--- src/rtl/lcd_number_formatter.sv ---
// lcd_number_formatter
//   Front end for the LCD1602 controller. A sequential double-dabble turns a
//   VAL_WIDTH-bit binary value into DIGITS ASCII decimal characters. A 4-bit
//   nibble is turned into one ASCII hex character alongside it. ready_o pulses
//   for one cycle when a fresh result has been loaded into the output registers.
//
//   Handshake: start_i is a request that is only looked at while idle
//   (busy_o=0). Requests made while busy are dropped, not queued. ready_o is a
//   single-cycle strobe with no back-pressure. The outputs hold their value
//   until the next ENCODE edge.
//
//   Optional feature: define LCD_LEADING_ZERO_BLANK_EN to replace leading zero
//   digits with spaces. The least significant digit is always shown.
//
//   dbg_state_o exposes the FSM state so it can be observed directly.
module lcd_number_formatter #(
    parameter int VAL_WIDTH = 16,
    parameter int DIGITS    = 5
) (
    input  logic                  clk,
    input  logic                  reset,
    input  logic                  start_i,
    input  logic [VAL_WIDTH-1:0]  value_i,
    input  logic [3:0]            nibble_i,
    output logic                  busy_o,
    output logic                  ready_o,
    output logic [8*DIGITS-1:0]   digits_o,
    output logic [7:0]            nibble_ascii_o,
    output logic [1:0]            dbg_state_o
);

    localparam int CW = $clog2(VAL_WIDTH + 1);

`ifdef LCD_LEADING_ZERO_BLANK_EN
    localparam logic [8*DIGITS-1:0] DIGITS_RST = {{(DIGITS-1){8'h20}}, 8'h30};
`else
    localparam logic [8*DIGITS-1:0] DIGITS_RST = {DIGITS{8'h30}};
`endif

    typedef enum logic [1:0] {
        ST_IDLE   = 2'd0,
        ST_SHIFT  = 2'd1,
        ST_ENCODE = 2'd2,
        ST_DONE   = 2'd3
    } state_t;

    state_t                r_state;
    state_t                w_next;
    logic [CW-1:0]         r_count;
    logic [VAL_WIDTH-1:0]  r_bin;
    logic [4*DIGITS-1:0]   r_bcd;
    logic [3:0]            r_nibble;
    logic                  r_ready;
    logic [8*DIGITS-1:0]   r_digits;
    logic [7:0]            r_nib_ascii;
    logic [4*DIGITS-1:0]   w_bcd_adj;
    logic [8*DIGITS-1:0]   w_digits_enc;
    logic [7:0]            w_nib_enc;
    logic                  w_last_iter;

    assign busy_o         = (r_state != ST_IDLE);
    assign ready_o        = r_ready;
    assign digits_o       = r_digits;
    assign nibble_ascii_o = r_nib_ascii;
    assign dbg_state_o    = r_state;
    assign w_last_iter    = (r_count == CW'(VAL_WIDTH - 1));

    // State register
    always_ff @(posedge clk or negedge reset) begin
        if (!reset) begin
            r_state <= ST_IDLE;
        end else begin
            r_state <= w_next;
        end
    end

    // Next-state logic: IDLE -> SHIFT -> ENCODE -> DONE -> IDLE
    always_comb begin
        w_next = r_state;
        case (r_state)
            ST_IDLE:   if (start_i) w_next = ST_SHIFT;
            ST_SHIFT:  if (w_last_iter) w_next = ST_ENCODE;
            ST_ENCODE: w_next = ST_DONE;
            ST_DONE:   w_next = ST_IDLE;
            default:   w_next = ST_IDLE;
        endcase
    end

    // Double-dabble correction: add 3 to every BCD digit of 5 or more before the shift
    always_comb begin
        w_bcd_adj = r_bcd;
        for (int i = 0; i < DIGITS; i++) begin
            if (r_bcd[4*i +: 4] >= 4'd5) begin
                w_bcd_adj[4*i +: 4] = r_bcd[4*i +: 4] + 4'd3;
            end
        end
    end

    // BCD to ASCII, with optional blanking of leading zeros (never the LSD)
    always_comb begin
`ifdef LCD_LEADING_ZERO_BLANK_EN
        logic v_lead;
        v_lead = 1'b1;
`endif
        w_digits_enc = '0;
        for (int i = DIGITS - 1; i >= 0; i--) begin
            w_digits_enc[8*i +: 8] = {4'h3, r_bcd[4*i +: 4]};
`ifdef LCD_LEADING_ZERO_BLANK_EN
            if (v_lead && (i != 0) && (r_bcd[4*i +: 4] == 4'd0)) begin
                w_digits_enc[8*i +: 8] = 8'h20;
            end else begin
                v_lead = 1'b0;
            end
`endif
        end
    end

    // Nibble to ASCII hex: '0'..'9' then 'A'..'F'
    always_comb begin
        w_nib_enc = 8'h30;
        if (r_nibble <= 4'd9) begin
            w_nib_enc = 8'h30 + {4'h0, r_nibble};
        end else begin
            w_nib_enc = 8'h41 + ({4'h0, r_nibble} - 8'd10);
        end
    end

    // Datapath: capture, shift iterations, output encode and ready strobe
    always_ff @(posedge clk or negedge reset) begin
        if (!reset) begin
            r_count     <= '0;
            r_bin       <= '0;
            r_bcd       <= '0;
            r_nibble    <= '0;
            r_ready     <= 1'b0;
            r_digits    <= DIGITS_RST;
            r_nib_ascii <= 8'h30;
        end else begin
            case (r_state)
                ST_IDLE: begin
                    r_ready <= 1'b0;
                    if (start_i) begin
                        r_bin    <= value_i;
                        r_nibble <= nibble_i;
                        r_bcd    <= '0;
                        r_count  <= '0;
                    end
                end
                ST_SHIFT: begin
                    {r_bcd, r_bin} <= {w_bcd_adj[4*DIGITS-2:0], r_bin, 1'b0};
                    r_count        <= r_count + 1'b1;
                end
                ST_ENCODE: begin
                    r_digits    <= w_digits_enc;
                    r_nib_ascii <= w_nib_enc;
                    r_ready     <= 1'b1;
                end
                ST_DONE: begin
                    r_ready <= 1'b0;
                end
                default: r_ready <= 1'b0;
            endcase
        end
    end

endmodule

--- config.mk ---
export PLATFORM = sky130hd
export DESIGN_NAME = lcd_number_formatter
export DESIGN_NICKNAME = d
export VERILOG_FILES = /design/src/rtl/lcd_number_formatter.sv
export SDC_FILE = /design/constraint.sdc
export NUM_CORES = 1
export LEC_CHECK = 0
export CORE_ASPECT_RATIO = 1.5
export CORE_UTILIZATION = 30
export CTS_CLUSTER_SIZE = 20
export DETAILED_ROUTE_END_ITERATION = 12
export HOLD_SLACK_MARGIN = 0.03
export PLACE_DENSITY = 0.56
export SYNTH_ARGS = -nofsm -noshare
export SYNTH_HDL_FRONTEND = slang
export SYNTH_SLANG_ARGS = --single-unit
--- constraint.sdc ---
create_clock -name clk -period 2.53 [get_ports clk]
set_clock_uncertainty 0.1 [all_clocks]
set_input_delay 0.506 -clock clk [delete_from_list [all_inputs] [get_ports clk]]
set_output_delay 0.506 -clock clk [all_outputs]
set_load 0.005 [all_outputs]
Word level (Yosys, flattened, before mapping)

Cells that the tools add are included.

Output and inout port bits: 52
Bits of input ports: 23
Logic and storage cells: 53
Flip-flop bits (word level): 76

Magnitude comparators: 6
Add/sub/neg operators: 9
Equality and inequality tests: 6
Reduce and logical (&&, ||, !) cells: 8
Mux-type cells: 16

Operator list:

| cell                  | number |
|---|---|
| $pmux W20 S2          | 1 |
| $pmux W16 S2          | 1 |
| $ge A4 B3 Y1 const B  | 5 |
| $mux W20              | 1 |
| $add A4 B2 Y4 const B | 4 |
| $mux W16              | 1 |
| $mux W4               | 4 |
| $pmux W5 S2           | 1 |
| $add A7 B8 Y8 const A | 1 |
| $mux W8               | 1 |
| $pmux W2 S4           | 1 |
| $add A6 B4 Y7 const A | 1 |
| $reduce_and A2 Y1     | 3 |
| $reduce_bool A2 Y1    | 3 |
| $add A5 B1 Y5 const B | 1 |
| $eq A5 B4 Y1 const B  | 1 |
| $mux W5               | 1 |
| $sub A4 B4 Y5 const B | 1 |
| $eq A2 B2 Y1 const B  | 2 |
| $le A4 B4 Y1 const B  | 1 |
| $mux W2               | 2 |
| $ne A2 B2 Y1 const B  | 2 |
| $add A3 B2 Y3 const B | 1 |
| $mux W3               | 1 |
| other kinds (4)       | 4 |

Longest topological paths before layout

Gate-level depths: netlist of run 1.

Depth after elaboration: 3
Mapped depth: 9
Depth with buffers taken out: 7

Worst setup path after synthesis of run 1

OpenSTA, ideal clock, no wires.

Path kind: reg2reg
Start point: register r_state[0], in the netlist dbg_state_o[0]
End point: register r_bcd[12]
Clock period less this slack: 1.643 ns
Path slack: 0.887 ns
Data arrival time: 1.411 ns
Buffers on the path: 2
Required time: 2.299 ns
Setup time: 0.131 ns
Stages on the path, launching flop included: 8
Cell sequence: dfrtp_1 > inv_1 > ha_1 > buf_4 > and2b_4 > nor2_4 > buf_2 > o32ai_1

Word-level cells in the longest chain between the ends: 3
Elaborated cells on any way between the ends: 6
Those cells by class: eq/ne: 2; mux: 1; reduce/logical: 3

RTL lines:

| item                                                         | RTL line | source |
|---|---|---|
| from (decl)                                                  | 47       | `state_t r_state;` |
| from (signal assigned)                                       | 73       | `r_state <= w_next;` |
| $eq A2 B1 Y1 or $logic_not A2 Y1 (tied branches)             | 139      | `case (r_state)` |
| $reduce_bool A2 Y1 (no line) or $ne A2 B2 Y1 (tied branches) | --       |  |
| $reduce_and A2 Y1 (no line)                                  | --       |  |
| to (signal assigned)                                         | 150      | `{r_bcd, r_bin} <= {w_bcd_adj[4*DIGITS-2:0], r_bin, 1'b0};` |
| to (decl)                                                    | 51       | `logic [4*DIGITS-1:0] r_bcd;` |

Several ways; a longest one is shown, not always the timed one.
A chain may end at the register's enable or synchronous reset.

Worst setup path in the final report of run 1

Start point: register r_state[0], in the netlist dbg_state_o[0]
End point: output port busy_o

Word-level cells in the longest chain between the ends: 1

RTL lines:

| item               | RTL line | source |
|---|---|---|
| $reduce_bool A2 Y1 | 61       | `assign busy_o = (r_state != ST_IDLE);` |
| to (decl)          | 25       | `output logic busy_o,` |

Every way passes these cells.

==> key figures, run 1 <==
Timing
  • Setup TNS: 0 ns
  • RSZ-0062 raised after global routing: false
  • Fmax: ~430 MHz
  • Hold WS: 0.05813 ns
  • Period Utilization, post-route: 90.87%
  • Final Hold Viols: 0
  • Final setup vio count: 0
  • Max-slew headroom: approximately 64%
  • Worst slew pin tran: 0.5337 ns
  • Slew Limit Fails: 0
  • Minimum clock period: between 2 and 2.5 ns

Clock tree
  • Reg clk slew, reported paths: roughly 0.06 ns
  • Clk root buf: clkbuf_16
  • CTS max path bufs: 2
  • Clk_lat worst skew: 0.33 ns
  • TritonCTS clock tree: done
  • Sink Count: 75
  • Cts hold-fix bufs: 0
  • Setup bufs post-CTS: 0
  • CTS H-Tree Depth: 3
  • Post-CTS Resized: 0
  • Total CTS buffers: 9

Floorplanning
  • Initial Util: about 31%
  • Die height: about 140 um
  • Top-Level Pins: between 70 and 80
  • Rows: 50
  • Die W: approximately 94 um
  • Core area: 12450 um2
  • Total die area: 13160 um2

Run status
  • Status: finished, violations left
  • Failing checks: DRC

Synth
  • Post-synth EDFFs: 0
  • Synthesized area: around 3800 um2
  • Seq/Total Area, Yosys: about half
  • Distinct cell type count after synthesis: 42
  • Cell taking the most area after synthesis: dfrtp_1
  • Post-synthesis async set-or-reset flop share: 100.0%
  • Synth Area per Inst: roughly 11 um2
  • Top_reg_cell synth: dfrtp_1
  • Syn Inst Count: 341
  • #FFs+latches synth: 75
  • Yosys warns: 0
  • Synth area leaders: dfrtp_1 (48%), mux2_2 (8.6%), ha_1 (6.6%)
  • Yosys top cell area share: 47.95%

Power and ir drop
  • Sequential share of power: around 34%
  • Max rail drop VDD: approximately 0.40 mV
  • Combinational fraction of design power: approximately two fifths
  • Switch share: 33.50%
  • Leak Pwr: about 2.2 nW
  • Clk pwr share: between 20 and 30%
  • Net Sw Power: ~1.8 mW
  • Power Density: 1089 nW/um2
  • Internal power: around 3.5 mW

Global route
  • Largest net degree at the start of global routing: 41
  • Initial antenna violation count: 0
  • GRT overflow: 0
  • GRT Total Usage: 12.40%
  • Vias in the first global route: approximately 2600
  • First-pass GRT wire length: 12740 um

Route
  • Antenna-violating nets left: 0
  • First-pass DRT Iterations: 8
  • Drt wl/cell: approximately 13 um
  • Drc violations: 1
  • Via count: about 2600
  • Vias per inst: 4.699
  • Initial DRC Count: 67
  • WL final: roughly 7400 um

Layout
  • Commonest non-fill, non-tap cell in the layout: dfrtp_1
  • Final Util: 38.57%
  • Share of layout cells above drive strength 1: between 10 and 15%
  • Fin cells: 558
  • Most frequent cells in the layout: dfrtp_1 (73), clkdlybuf4s50_1 (52), nand2_1 (29), mux2_2 (29), o21ai_0 (25)
  • Diode count: 0
  • Nets: 440
  • Synth-to-layout area growth: 26.04%

Critical path
  • Startpoint types: register
  • Worst Path Arrival: about 1.7 ns
  • Crit path max-delay family: buffers and inverters
  • CP dominant cell by count: inv_1
  • CP startpoint: dbg_state_o[0]
  • Bufs and invs on worst path: 3
  • CP Cell Sequence: inv_1 -> ha_1 -> inv_1 -> clkdlybuf4s50_1
  • Critical Path Sink Type: primary output
  • CP required: approximately 1.9 ns
  • CP Max Fanout: 5
  • Kind of critical path: register to primary output
  • Critical Path Stages: 4
  • CP max stage delay: around 0.52 ns
  • Critical register-to-register path startpoint: dbg_state_o[0]
  • Register-to-Register Path Depth: 6
  • CP max-delay cell: clkdlybuf4s50_1

Run
  • # Max-Cap Violations: 0

Min path
  • Worst min path class: input port to async pin

Place
  • Post-DP HPWL: approximately 5400 um
  • Routability cong.: just over 0.7
  • Post-Place Cells: ~540
  • Count of input and output buffers: between 50 and 60
-- sequential cells by signal (all words and copies together) (netlist names) --
name and cells:
r_nibble 4, r_bin 16, nibble_ascii_o 7, r_count 5, ready_o 1, digits_o 20
dbg_state_o 2, r_bcd 20
-- path summary, 6_finish.rpt --
check	slack [ns]	to
max	0.23	busy_o
min	0.06	digits_o[17]
max reg2reg	0.55	r_bin[6]
min reg2reg	0.38	r_bin[11]
max in group asynchronous	1.68	r_nibble[1]
min in group clk	0.38	r_bin[11]
-- synthesized netlist by cell type (5+ instances only) --
master and instances:
buf_2 7, a32o_1 5, o22ai_1 6, nor2_1 7, mux2_2 29, o31ai_1 5
o21ai_0 25, buf_4 26, ha_1 20, nand2_1 29, inv_1 20, xor2_1 5
xnor2_1 8, mux2i_1 16, a21oi_1 10, nand2b_1 5, dfrtp_1 73
-- layer usage --
metal,up-vias,track usage (%),routed length [um]
li1,1265,-,-
met1,1296,14.21,3026
met2,49,21.32,3969
met3,12,2.389,226
met4,0,6.802,199
met5,-,0,0
-- power by group through the flow --
stage	Combinational [mW]	Sequential (mW)	Clock, mW
after floorplan	1.48	1.73	0
after global placement	2.00	1.78	0
after detailed placement	2.05	1.79	0
after CTS	2.05	1.77	1.50
after global routing	2.27	1.82	1.54
final	2.01	1.76	1.46
-- through the flow --
| step | cell area, um2 | setup slack (ns) | power [mW] |
|---|---|---|---|
| 6_report | 4802 | 0.2309 | 5.230 |
| 3_5_place_dp | 4459 | 0.3849 | 3.837 |
| 2_1_floorplan | 3881 | 0.8871 | 3.208 |
| 4_1_cts | 4802 | 0.1843 | 5.321 |
| 5_1_grt | 4802 | 0.1647 | 5.626 |
| 3_3_place_gp | 4459 | 0.4214 | 3.780 |
-- logic make-up after synthesis --
family / Yosys count / synth area share, %
other: 2 / 0.1971
multiplexers: 45 / 12.77
buffers and inverters: 56 / 8.309
AND/OR/NAND/NOR: 55 / 6.864
XOR/XNOR: 13 / 2.989
flip-flops: 75 / 49.33
AO/OA/AOI/OAI: 75 / 12.97
adder cells (fa/ha/maj): 20 / 6.568
-- final cells by class --
type                            count  area [um2]
Fill cell                        1200        7647
Sequential cell                    75        1879
Multi-Input combinational cell    229        1689
Tap cell                          156       195.2
Inverter                           20       75.07
Clock buffer                       11       242.7
Clock inverter                      5       100.1
Timing Repair Buffer               62       620.6
No activity file was read; power rests on OpenSTA's default activity.
==> inputs of run 2 (changes only) <==
--- a/config.mk
+++ b/config.mk
@@ -5,6 +5,7 @@
 export SDC_FILE = /design/constraint.sdc
 export NUM_CORES = 1
 export LEC_CHECK = 0
+export ABC_AREA = 0
 export CORE_ASPECT_RATIO = 1.5
 export CORE_UTILIZATION = 30
 export CTS_CLUSTER_SIZE = 20
==> results of run 2 <==
Final layout, timing and power as in run 1 (identical DEF).
==> inputs of run 3 (changes only) <==
--- a/config.mk
+++ b/config.mk
@@ -12,6 +12,7 @@
 export DETAILED_ROUTE_END_ITERATION = 12
 export HOLD_SLACK_MARGIN = 0.03
 export PLACE_DENSITY = 0.56
+export SETUP_SLACK_MARGIN = 0.1
 export SYNTH_ARGS = -nofsm -noshare
 export SYNTH_HDL_FRONTEND = slang
 export SYNTH_SLANG_ARGS = --single-unit
==> results of run 3 <==
Final layout, timing and power as in run 1 (identical DEF).
